<file path="config.mk">
export PLATFORM = sky130hd
export DESIGN_NAME = alu_operand_sequencer
export DESIGN_NICKNAME = d
export VERILOG_FILES = /design/src/rtl/alu_operand_sequencer.sv
export SDC_FILE = /design/constraint.sdc
export NUM_CORES = 1
export LEC_CHECK = 0
export ABC_AREA = 1
export BUFFER_PORTS_ARGS = -buffer_cell sky130_fd_sc_hd__buf_2
export CELL_PAD_IN_SITES_DETAIL_PLACEMENT = 0
export CELL_PAD_IN_SITES_GLOBAL_PLACEMENT = 1
export CORE_ASPECT_RATIO = 1.1
export CORE_UTILIZATION = 30
export CTS_CLUSTER_SIZE = 20
export DETAILED_ROUTE_END_ITERATION = 8
export PLACE_DENSITY = 0.75
export SYNTH_ARGS = -nofsm -noshare
export SYNTH_HDL_FRONTEND = slang
export SYNTH_SLANG_ARGS = --single-unit
</file>
<file path="constraint.sdc">
create_clock -name clk -period 1.7 [get_ports clk]
set_input_delay 0.17 -clock clk [delete_from_list [all_inputs] [get_ports clk]]
set_output_delay 0.17 -clock clk [all_outputs]
set_load 0.05 [all_outputs]
</file>
<file path="src/rtl/alu_operand_sequencer.sv">
// ALU operand sequencer.
// Collects operand A, operand B and then the opcode from one shared 3-bit
// switch bus, one value per load-button press. It drives the ALU with them,
// then latches the ALU result and an error flag for display.
module alu_operand_sequencer #(
  // Synchroniser depth for the two buttons; must be 2 or more.
  parameter int SYNC_STAGES = 2
) (
  input  logic       clk,
  input  logic       rst,
  input  logic [2:0] din,
  input  logic       load,
  input  logic       clear,
  input  logic [5:0] alu_result,
  output logic [2:0] alu_ctrl,
  output logic [2:0] alu_a,
  output logic [2:0] alu_b,
  output logic [2:0] phase,
  output logic [5:0] result,
  output logic       result_valid,
  output logic       err
);

  typedef enum logic [2:0] {
    S_A    = 3'd0,
    S_B    = 3'd1,
    S_OP   = 3'd2,
    S_EXEC = 3'd3,
    S_SHOW = 3'd4
  } state_t;

  state_t                 state_q;
  logic [SYNC_STAGES-1:0] loadSync_q;
  logic [SYNC_STAGES-1:0] clearSync_q;
  logic                   loadHist_q;
  logic [2:0]             aluA_q;
  logic [2:0]             aluB_q;
  logic [2:0]             aluCtrl_q;
  logic [5:0]             result_q;
  logic                   resultValid_q;
  logic                   err_q;

  logic                   loadLevel;
  logic                   clearLevel;
  logic                   ldPulse;
  logic                   execErr_d;
  logic [5:0]             execResult_d;

  // Button synchronisers and load edge history. Everything resets high, so a
  // button that is still held when reset is released does not count as a press.
  always_ff @(posedge clk or posedge rst) begin
    if (rst) begin
      loadSync_q  <= '1;
      clearSync_q <= '1;
      loadHist_q  <= 1'b1;
    end else begin
      loadSync_q  <= {loadSync_q[SYNC_STAGES-2:0], load};
      clearSync_q <= {clearSync_q[SYNC_STAGES-2:0], clear};
      loadHist_q  <= loadSync_q[SYNC_STAGES-1];
    end
  end

  assign loadLevel  = loadSync_q[SYNC_STAGES-1];
  assign clearLevel = clearSync_q[SYNC_STAGES-1];
  assign ldPulse    = loadLevel & ~loadHist_q;

  // Undefined opcodes, and divide or modulo by zero, are reported as errors
  // with a zero result. Otherwise the ALU's 6-bit answer is passed through
  // unchanged.
  assign execErr_d    = (aluCtrl_q > 3'd4) |
                        (((aluCtrl_q == 3'd3) | (aluCtrl_q == 3'd4)) & (aluB_q == 3'd0));
  assign execResult_d = execErr_d ? 6'd0 : alu_result;

  // Entry sequencer: A, B, opcode, one execute cycle, then hold the result.
  // Clear overrides any load press, in every state.
  always_ff @(posedge clk or posedge rst) begin
    if (rst) begin
      state_q       <= S_A;
      aluA_q        <= 3'd0;
      aluB_q        <= 3'd0;
      aluCtrl_q     <= 3'd0;
      result_q      <= 6'd0;
      resultValid_q <= 1'b0;
      err_q         <= 1'b0;
    end else if (clearLevel) begin
      state_q       <= S_A;
      aluA_q        <= 3'd0;
      aluB_q        <= 3'd0;
      aluCtrl_q     <= 3'd0;
      result_q      <= 6'd0;
      resultValid_q <= 1'b0;
      err_q         <= 1'b0;
    end else begin
      case (state_q)
        S_A: begin
          if (ldPulse) begin
            aluA_q  <= din;
            state_q <= S_B;
          end
        end
        S_B: begin
          if (ldPulse) begin
            aluB_q  <= din;
            state_q <= S_OP;
          end
        end
        S_OP: begin
          if (ldPulse) begin
            aluCtrl_q <= din;
            state_q   <= S_EXEC;
          end
        end
        S_EXEC: begin
          result_q      <= execResult_d;
          err_q         <= execErr_d;
          resultValid_q <= 1'b1;
          state_q       <= S_SHOW;
        end
        S_SHOW: begin
          if (ldPulse) begin
            resultValid_q <= 1'b0;
            err_q         <= 1'b0;
            state_q       <= S_A;
          end
        end
        default: begin
          state_q <= S_A;
        end
      endcase
    end
  end

  assign alu_a        = aluA_q;
  assign alu_b        = aluB_q;
  assign alu_ctrl     = aluCtrl_q;
  assign phase        = state_q;
  assign result       = result_q;
  assign result_valid = resultValid_q;
  assign err          = err_q;

endmodule

</file>
==> metrics <==
Crit Path Max Fanout=8; full die area=3990 µm²; synth unique cells=18; critical setup path kind=register to primary output; number of buffers created by CTS=3; Antenna Violating Nets Remaining=0; Die Ht=66.1 µm; Filler cells=360; DR pass1 iterations=6; cts repair resizes=0; Rows=22; CP arrival=1.17 ns; Hold-fix buffers, CTS=3; final WL=2290 µm; CTS tree=built; maximum clock rate=746 MHz; Setup Fix Bufs, Post-CTS=0; ranking of synthesized cells by area=dfrtp_1, nand2_1, dfstp_2; synthesized area=1120 µm²; Root Buffer=clkbuf_4; maximum number of pins on one net before global-route repair=26; worst-path cell chain=buf_2; CP max-delay cell=dfrtp_1; top cell type's share of synthesized area=44.6%; DRC errors left=0; min-delay worst type=input pin to register; Core ar.=3440 µm²; # setup viols final=0; minimum clock period=1.34 ns; placed insts=221; setup TNS=0 ns; die width=60.3 µm; vias in the first global route=823; CTS sink cnt=25; post-DP HPWL=1800 µm; Worst VDD drop=0.000351 V; multi-input logic area=403 µm²; sequential share of the synthesized area=56.4%; maximum clock path buffer count=2; pwr/cell area=809 nW/µm²; Vias per Instance=4.18; Max Cap Viol=0; Post-Syn Nets=154; crit-path max cell delay=0.53 ns; area leader, netlist=dfrtp_1; H-tree levels=1; crit path capture type=primary output; Initial Utilization=32.6%; Crit path buffers/inverters=1; RSZ-0062 raised after global routing=false; Pleak=0.000879 µW; clock-pin slew on the worst setup and hold paths=0.14 ns; port buffer count=32; Synth Warn #=0; count of pins over their slew limit=0; startpoint types=register; slew of the pin with the lowest slew margin=0.308 ns; GRT Residual Overflow=0; Clk Latency, worst-skew pair=0.32 ns; I/O pin count=33; post-layout util=40.7%; clk_skew=0.00463 ns; routed via count=952; GP Congestion=0.786; Ant. Diodes=0; nets=194; Synth-to-Final Area Change=25.0%; part of the cycle the worst path needs=78.8%; Syn Area/Cell=7.95 µm²; initial drt markers=36; antenna violations before repair=0; global-route usage over all layers=12.6%; Hold Vio Cnt, Final=0; relative slew slack=79.5%; DR WL/cell=10.0 µm; register area=632 µm²; Worst Path Required=1.53 ns; CP top delay family=flip-flops; Layout Cells excl Fill=228; global-route wire length before repair=3640 µm; run status=finished clean; Mapped Cells=141; Synth Register Bits=25; layout cells sized above 1=30.6%
==> layout by cell type, fill, tap and decap left out, types with 2 or more instances in the layout <==
cell type	n
nand2_1	64
buf_2	32
dfrtp_1	20
inv_1	15
nor2_1	13
inv_2	6
dfstp_2	5
nand3_1	4
nor2_2	3
clkbuf_4	3
dlygate4sd3_1	3
a21o_1	2
==> cells in the mapped netlist, drive strengths merged <==
cell,count
nand2,65
buf,1
a21oi,1
inv,21
nand4,1
dfrtp,20
nand3,5
a21o,2
o21ai,2
nor2,17
dfstp,5
nor3,1
==> layout make-up <==
type | count | share of cell area, %
clock buffers | 3 | 1.61
well taps | 48 | 4.29
inverters | 21 | 5.63
multi-input cells | 94 | 28.8
clock inverters | 1 | 0.536
flip-flops and latches | 25 | 45.1
repair buffers | 36 | 14.1
==> flip-flops by register name (all words and copies together) (netlist names) <==
name / flops
result: 6
loadSync_q: 2
alu_a: 3
result_valid: 1
alu_b: 3
alu_ctrl: 3
phase: 3
loadHist_q: 1
err: 1
clearSync_q: 2
==> per-layer routing <==
metal  track usage [%]  wire (µm)  share of wire (%)
met3              2.35         51                2.2
met5                 0          0                  0
met4              6.98         39                1.7
met2              20.3       1150                 50
met1              15.5       1050                 46
==> kinds of logic after synthesis <==
logic type	after synthesis	synth area share (%)
AND/OR/NAND/NOR	89	33.3
buffers and inverters	22	7.70
flip-flops	25	56.4
AO/OA/AOI/OAI	5	2.68
==> power by group <==
group / total (µW) / leakage [µW] / switching [µW] / internal, µW
registers: 654 / 0.000327 / 27.9 / 626
logic: 210 / 0.000538 / 152 / 58.6
clock network: 269 / 0.0000139 / 179 / 89.8
total: 1130 / 0.000879 / 359 / 774
==> metrics by stage <==
step | hold slack, ns | power [µW] | instance area [µm²] | worst slack, ns
3_3_place_gp | 0.234 | 869 | 1340 | 0.509
4_1_cts | 0.113 | 1150 | 1400 | 0.351
2_1_floorplan | 0.174 | 813 | 1120 | 0.373
3_5_place_dp | 0.236 | 872 | 1340 | 0.444
5_1_grt | 0.101 | 1200 | 1400 | 0.262
6_report | 0.124 | 1130 | 1400 | 0.360
==> final timing paths <==
check | startpoint | endpoint | slack [ns] | cells past startpoint
setup reg to reg | clearSync_q[1]$_DFF_PP1_ | alu_a[1]$_DFFE_PP0P_ | 0.42 | 6
hold reg to reg | loadSync_q[0]$_DFF_PP1_ | loadSync_q[1]$_DFF_PP1_ | 0.37 | 0
min in group asynchronous | rst | result[4]$_DFFE_PP0P_ | 0.42 | 4
max in group asynchronous | rst | loadHist_q$_DFF_PP1_ | 1.00 | 4
setup / recovery | phase[0]$_DFFE_PP0P_ | phase[0] | 0.36 | 1
hold / removal | alu_result[5] | result[5]$_DFFE_PP0P_ | 0.12 | 5
No activity file was read; power rests on OpenSTA's default activity.
